### src/rtl/halt_dump_unit.sv
// halt_dump_unit: on EBREAK/ECALL, halts fetch, drains the pipe and
// streams a cause/PC, cycle-count and register-file record.
module halt_dump_unit #(
    parameter int NREGS        = 32,
    parameter int DRAIN_CYCLES = 4
) (
    input  logic        clk,
    input  logic        rst_n,
    input  logic        ebreak_pulse,
    input  logic        ecall_pulse,
    input  logic [31:0] id_pc,
    output logic        fetch_halt,
    output logic [4:0]  rf_raddr,
    input  logic [31:0] rf_rdata,
    output logic        dump_valid,
    input  logic        dump_ready,
    output logic [1:0]  dump_kind,
    output logic [4:0]  dump_idx,
    output logic [31:0] dump_data,
    output logic        done
);

    typedef enum logic [2:0] {
        S_RUN,
        S_DRAIN,
        S_HDR,
        S_CYC_LO,
        S_CYC_HI,
        S_REG,
        S_DONE
    } state_e;

    localparam int         CW       = $clog2(DRAIN_CYCLES + 1);
    localparam logic [4:0] LAST_IDX = 5'(NREGS - 1);

    state_e        state_q, state_d;
    logic [63:0]   cyc_q, cyc_d;
    logic [63:0]   halt_cyc_q, halt_cyc_d;
    logic [31:0]   halt_pc_q, halt_pc_d;
    logic [1:0]    cause_q, cause_d;
    logic [CW-1:0] drain_q, drain_d;
    logic [4:0]    idx_q, idx_d;
    logic [1:0]    kind_q, kind_d;
    logic [4:0]    didx_q, didx_d;
    logic [31:0]   data_q, data_d;
    logic          hs;

    // Status outputs decode straight from state so reset drops them at once
    always_comb begin
        fetch_halt = (state_q != S_RUN);
        dump_valid = (state_q == S_HDR) || (state_q == S_CYC_LO) ||
                     (state_q == S_CYC_HI) || (state_q == S_REG);
        done       = (state_q == S_DONE);
        rf_raddr   = (state_q == S_REG) ? idx_q + 5'd1 : 5'd0;
        hs         = dump_valid && dump_ready;
    end

    assign dump_kind = kind_q;
    assign dump_idx  = didx_q;
    assign dump_data = data_q;

    // Next-state and beat-register loading; each beat loads on entry
    always_comb begin
        state_d    = state_q;
        cyc_d      = cyc_q;
        halt_cyc_d = halt_cyc_q;
        halt_pc_d  = halt_pc_q;
        cause_d    = cause_q;
        drain_d    = drain_q;
        idx_d      = idx_q;
        kind_d     = kind_q;
        didx_d     = didx_q;
        data_d     = data_q;
        unique case (state_q)
            S_RUN: begin
                cyc_d = cyc_q + 64'd1;
                if (ebreak_pulse || ecall_pulse) begin
                    halt_cyc_d = cyc_q + 64'd1;
                    halt_pc_d  = id_pc;
                    cause_d    = ebreak_pulse ? 2'd1 : 2'd2;
                    drain_d    = '0;
                    state_d    = S_DRAIN;
                end
            end
            S_DRAIN: begin
                if (drain_q == CW'(DRAIN_CYCLES)) begin
                    state_d = S_HDR;
                    kind_d  = 2'd0;
                    didx_d  = {3'b000, cause_q};
                    data_d  = halt_pc_q;
                end else begin
                    drain_d = drain_q + CW'(1);
                end
            end
            S_HDR: begin
                if (hs) begin
                    state_d = S_CYC_LO;
                    kind_d  = 2'd1;
                    didx_d  = 5'd0;
                    data_d  = halt_cyc_q[31:0];
                end
            end
            S_CYC_LO: begin
                if (hs) begin
                    state_d = S_CYC_HI;
                    kind_d  = 2'd2;
                    didx_d  = 5'd0;
                    data_d  = halt_cyc_q[63:32];
                end
            end
            S_CYC_HI: begin
                if (hs) begin
                    state_d = S_REG;
                    idx_d   = 5'd0;
                    kind_d  = 2'd3;
                    didx_d  = 5'd0;
                    data_d  = 32'd0;
                end
            end
            S_REG: begin
                if (hs) begin
                    if (idx_q == LAST_IDX) begin
                        state_d = S_DONE;
                    end else begin
                        idx_d  = idx_q + 5'd1;
                        didx_d = idx_q + 5'd1;
                        data_d = rf_rdata;
                    end
                end
            end
            S_DONE: begin
                state_d = S_DONE;
            end
            default: begin
                state_d = S_RUN;
            end
        endcase
    end

    // State and record registers
    always_ff @(posedge clk or negedge rst_n) begin
        if (!rst_n) begin
            state_q    <= S_RUN;
            cyc_q      <= '0;
            halt_cyc_q <= '0;
            halt_pc_q  <= '0;
            cause_q    <= '0;
            drain_q    <= '0;
            idx_q      <= '0;
            kind_q     <= '0;
            didx_q     <= '0;
            data_q     <= '0;
        end else begin
            state_q    <= state_d;
            cyc_q      <= cyc_d;
            halt_cyc_q <= halt_cyc_d;
            halt_pc_q  <= halt_pc_d;
            cause_q    <= cause_d;
            drain_q    <= drain_d;
            idx_q      <= idx_d;
            kind_q     <= kind_d;
            didx_q     <= didx_d;
            data_q     <= data_d;
        end
    end

endmodule

### config.mk
export PLATFORM = sky130hd
export DESIGN_NAME = halt_dump_unit
export DESIGN_NICKNAME = d
export VERILOG_FILES = /design/src/rtl/halt_dump_unit.sv
export SDC_FILE = /design/constraint.sdc
export NUM_CORES = 1
export LEC_CHECK = 0
export CORE_UTILIZATION = 45
export DETAILED_ROUTE_END_ITERATION = 8
export PLACE_DENSITY = 0.68
export SYNTH_ARGS = -nofsm -noshare
export SYNTH_HDL_FRONTEND = slang
export SYNTH_SLANG_ARGS = --single-unit
### constraint.sdc
create_clock -name clk -period 2.2 [get_ports clk]
set_input_delay 0.66 -clock clk [delete_from_list [all_inputs] [get_ports clk]]
set_output_delay 0.66 -clock clk [all_outputs]
set_load 0.05 [all_outputs]
==> qor.yml, run 1 <==
status: "complete, but fails checks"
failed_checks: "design-rule violations, negative setup slack"
io_buffers: 115
syn-cell-area_mm2: 0.0111
crit_type: "reg -> out"
dp_slack_ps: -251
relSlewSlack_pct: 62.9
setup_tns_ps: -879
root_buffer: "clkbuf_16"
core_mm2: 0.0242
drc_errors: 2
grt_usage_pct: 26.2
async_flop_share_pct: 100
cp_common_cell: "and3_4"
syn-num-nets: 1272
yosysSeqAreaShare_pct: 47.9
r2r_slack_ps: -10
drv_cap: 0
reg2reg_to: "dump_data[27]"
viasPerCell: 5.74
gp_congestion: 0.932
start_util_pct: 45.7
synth_commonest_cells: "dfrtp_1 (212), nand2_1 (210), nor2_1 (83), clkbuf_1 (63), xor2_1 (59)"
antenna_found_initial: 0
hp-class: "in -> async"
syn_avg_cell_area_um2: 9.25
finalHoldWorstSlack_ps: 88.1
finalMaxSlewViolations: 0
die_area_mm2: 0.0253
worst-path-max-fanout: 2
clk_path_buf_depth: 3
worst_r2r_path_depth: 9
finalWorstSetupSlack_ps: -294
htreeDepth: 1
finalCriticalPeriod_ps: 2490
slowest_stage: "dfrtp_1"
routedWlPerCell_um: 19.0
syn2layout_area_growth_pct: 38.4
ios: 116
grt_pass1_wl_mm: 53.7
rows: 57
fin_crit_sh_pct: 113
ys.flop_type: "dfrtp_1"
regToRegStartpoint: "idx_q[1]"
drtPass1Iterations: 8
crit_chain: "ha_2, and3_4, ha_4, and3_4, buf_12"
ys_seq_elements: 212
dpl.hpwl_mm: 23.3
cp.required_ps: 1540
p_leak_nw: 7.13
ant_nets: 0
cts-hold-fix-buffers: 0
setup_violations: 9
path_delay_family: "adder cells"
peakVddDrop_uv: 888
synth_most_common_cell: "dfrtp_1"
slowest_delay_ps: 390
layout-drive-gt1-share_pct: 22.5
worstSkewPairLatency_ps: 530
synth-edff-count: 0
rsz0062_at_grt: "yes"
cp-end-kind: "output port"
power_density_mw_per_mm2: 1220
die_h_um: 159
tightest_slew_ps: 557
fmax_mhz: 401
clkTransAtPathRegs_ps: 60
yosysWarningCount: 0
clock_skew_ps: 12.2
critPathBufInv: 1
yosys-top-cells-area: "dfrtp_1 (48%), nand2_1 (7.1%), xor2_1 (4.7%)"
start_kind: "flop"
gr-total-overflow: 0
synth_top_area_cell: "dfrtp_1"
die_x_um: 159
via_count: 10300
initialDrtViolationCount: 780
hold_violations: 0
cts_num_sinks: 212
cts_tree: "yes"
grt_pass1_vias: 10000
fin_nets: 1519
finalWirelength_mm: 34.0
synth_top_area_share_pct: 47.9
grt_max_degree: 73
synthCells: 1198
diodes: 0
ys_types: 55
worst_ep_arrival_time_ps: 1830
numCtsBuffers: 26
-- final cells by class --
class | count | area, um^2
flip-flops and latches | 212 | 5310
fillers | 1948 | 8910
repair buffers | 303 | 2860
multi-input cells | 886 | 5750
well taps | 324 | 405
inverters | 16 | 63.8
clock buffers | 35 | 756
clock inverters | 12 | 199
-- placed cells by master, fill, tap and decap left out, types with 40 or more instances in the layout --
| cell | n |
|---|---|
| nand2_1 | 209 |
| dfrtp_1 | 206 |
| buf_4 | 172 |
| nor2_1 | 78 |
| clkdlybuf4s50_1 | 67 |
| xor2_1 | 58 |
| o21ai_0 | 56 |
| xnor2_1 | 50 |
| nand4_1 | 47 |
| nand3_1 | 40 |
-- power breakdown --
part	internal (mW)	switching, mW
clock	2.99	1.70
sequential	4.82	0.672
combinational	3.49	5.04
total	11.3	7.41
-- kinds of logic (layout without fill, tap and decap cells) --
kind of cell,Yosys count,after routing,share of synthesized area [%]
adder cells (fa/ha/maj),5,5,0.564
XOR/XNOR,111,111,8.77
flip-flops,212,212,47.9
AO/OA/AOI/OAI,224,224,13.4
multiplexers,42,42,3.86
buffers and inverters,100,366,3.66
AND/OR/NAND/NOR,504,504,21.9
-- state kept, by name (all words and copies together) (netlist names) --
register and flops:
cyc_q 64, halt_cyc_q 64, dump_data 32, halt_pc_q 32
dump_idx 5, idx_q 5, drain_q 3, state_q 3
cause_q 2, dump_kind 2
-- metal layers --
| layer | share of wire [%] | up-vias | global-route usage (%) |
|---|---|---|---|
| met3 | 6.5 | 59 | 4.01 |
| met4 | 2.2 | 0 | 6.77 |
| met5 | 0 | - | 0 |
| met2 | 46 | 389 | 41.7 |
| li1 | - | 4726 | - |
| met1 | 45 | 5082 | 37.4 |
-- what timing repair did --
| item | CTS | global route |
|---|---|---|
| pin swaps | 5 | 22 |
| buffers inserted | 14 | 19 |
| resized for setup | 69 | 45 |
| setup endpoints to repair | 77 | 86 |
| cloned | 3 | 3 |
-- stage by stage --
step / instances / instance area (um^2) / power, mW / utilization, %
finish: 1788 / 15300 / 18.7 / 63.3
global route: 1788 / 15300 / 19.6 / 63.3
CTS: 1770 / 14900 / 17.9 / 61.6
detailed placement: 1706 / 13700 / 12.7 / 56.3
global placement: 1706 / 13700 / 12.5 / 56.3
floorplan: 1198 / 11200 / 10.2 / -
-- worst max path at each step --
stage | slack [ps] | cells after the start | start | to
after CTS | -270 | 5 | idx_q[1] | rf_raddr[4]
after global placement | -180 | 7 | ecall_pulse | halt_cyc_q[58]
after detailed placement | -250 | 7 | dump_ready | dump_data[28]
final | -290 | 5 | idx_q[1] | rf_raddr[4]
after global routing | -320 | 5 | idx_q[1] | rf_raddr[4]
after floorplan | -80 | 4 | state_q[2] | rf_raddr[2]
Note: power is estimated with default switching activity, not from simulation.
==> inputs of run 2 (changes only) <==
- CORE_MARGIN: not set -> 2
==> run 2 against run 1 <==
The run ends with negative setup slack left. Die area is 2.5% higher. Clock power is 6.6% lower. Sequential share of layout area grew 0.51 points. Combinational power shrank 2.5%. First-iteration DRC count is 3.8% lower. Critical endpoint unchanged.
==> qor.yml, run 2 (same netlist as run 1, synthesis figures left out) <==
clkTransAtPathRegs_ps: 60  # about the same
start_util_pct: 45.7  # unchanged
antenna_found_initial: 0  # unchanged
fin_cells: 1778  # -0.56%
relSlewSlack_pct: 53.5  # -9.4 points
hp-class: "in -> async"
worst-path-max-fanout: 2  # unchanged
finalCriticalPeriod_ps: 2490  # -8.77 ps
drv_cap: 0  # unchanged
drc_errors: 0  # -2
fin_crit_sh_pct: 113  # -0.40 points
rsz0062_at_grt: "yes"
rows: 57  # unchanged
cp-end-kind: "output port"
power_mw: 18.2  # -2.7%
setup.worst_path.start: "idx_q[1]"
die_h_um: 161  # +1.3%
final_common_cell: "nand2_1"
dp_cells: 1693  # -0.76%
cp.required_ps: 1540  # about the same
ant_nets: 0  # unchanged
finalHoldWorstSlack_ps: 76.2  # -11.9 ps
gr-total-overflow: 0  # unchanged
clk_path_buf_depth: 3  # unchanged
dpl.hpwl_mm: 23.0  # -1.1%
worst_ep_arrival_time_ps: 1830  # about the same
via_count: 10100  # -2.0%
peakVddDrop_uv: 858  # -3.5%
final_cell_area_mm2: 0.0151  # -1.4%
io_buffers: 115  # unchanged
setup_violations: 9  # unchanged
syn2layout_area_growth_pct: 36.4
p_leak_nw: 7.06  # -1.0%
power_density_mw_per_mm2: 1200  # -1.3%
core_mm2: 0.0242  # unchanged
top_regs: "cyc_q (64), halt_cyc_q (64)"
final_util_pct: 62.4  # -0.90 points
cts_num_sinks: 212  # unchanged
drtPass1Iterations: 6  # -2
finalWorstSetupSlack_ps: -285  # +8.77 ps
crit_type: "reg -> out"
layout-drive-gt1-share_pct: 20.9  # -1.6 points
ios: 116  # unchanged
viasPerCell: 5.66  # -1.4%
die_area_mm2: 0.0259  # +2.5%
numCtsBuffers: 25  # -3.8%
setup_tns_ps: -1100  # -226 ps
fmax_mhz: 402  # +0.35%
status: "complete, but fails checks"
cts_tree: "yes"
initialDrtViolationCount: 750  # -3.8%
start_kind: "flop"
die_x_um: 161  # +1.3%
worstSkewPairLatency_ps: 530  # about the same
grt_pass1_vias: 9745  # -2.6%
finalMaxSlewViolations: 0  # unchanged
dp_slack_ps: -203  # +48.2 ps
grt_pass1_wl_mm: 53.0  # -1.2%
finalWirelength_mm: 34.4  # +1.2%
hold_violations: 0  # unchanged
clock_skew_ps: 16.9  # +4.66 ps
fill_cells: 1975  # +1.4%
regToRegStartpoint: "idx_q[1]"
tightest_slew_ps: 698  # +142 ps
failed_checks: "negative setup slack"
htreeDepth: 1  # unchanged
gp_congestion: 0.928  # -0.40%
routedWlPerCell_um: 19.4  # +1.8%
fin_nets: 1509  # -0.66%
grt_max_degree: 66  # -9.6%
root_buffer: "clkbuf_16"
layout_common_cells: "nand2_1 (209), dfrtp_1 (204), buf_4 (159), nor2_1 (77), clkdlybuf4s50_1 (67)"
grt_usage_pct: 25.5  # -0.68 points
diodes: 0  # unchanged
placed_area_mm2: 0.0136  # -0.46%
-- run 2: cell count changes in the layout (fill, tap and decap cells not counted), moves of 3 or more --
cell	delta
nor4_2	-3
a211oi_2	-10
buf_4	-13
clkinvlp_4	-3
clkbuf_1	+4
a211oi_1	+11
-- run 2: layer usage --
layer  track usage [%]  share of wire, %  vias to the layer above  wire length (um)
met5                 0                 0                        -                 0
met1              37.6                44                     4865             15200
li1                  -                 -                     4723                 -
met4              6.74               2.8                        0               969
met3              3.80               7.8                       63              2680
met2              39.4                45                      404             15600
-- run 2: worst max-delay path: stages (launching register included) --
cell	delay, ps
dfrtp_1	380
ha_2	190
and3_4	150
ha_4	250
and3_4	190
buf_12	130
-- run 2: path summary, 6_finish.rpt --
check	endpoint	slack [ps]	cells after the start
max	rf_raddr[4]	-290	5
min in group clk	dump_idx[4]	470	1
min	halt_cyc_q[54]	80	1
max in group asynchronous	dump_data[17]	1530	2
min reg2reg	dump_idx[4]	470	1
max reg2reg	dump_data[13]	-20	9
-- run 2: where the power goes --
group	switching [mW]	total, mW	internal, mW
Clock	1.67	4.38	2.70
Sequential	0.693	5.51	4.82
Combinational	4.91	8.32	3.40
-- run 2: final cells by class --
type                    instances  area, um^2  area share [%]
well taps                     324         405            2.68
flip-flops and latches        212        5320            35.1
multi-input cells             886        5670            37.5
clock inverters                10         160            1.06
inverters                      16        63.8           0.422
repair buffers                294        2800            18.5
clock buffers                  36         707            4.67
-- run 2: timing repair --
action,4_1_cts,5_1_grt
pin swaps,8,21
cloned,2,4
setup endpoints to repair,73,76
resized for setup,65,37
hold buffers,0,0
buffers inserted,18,19
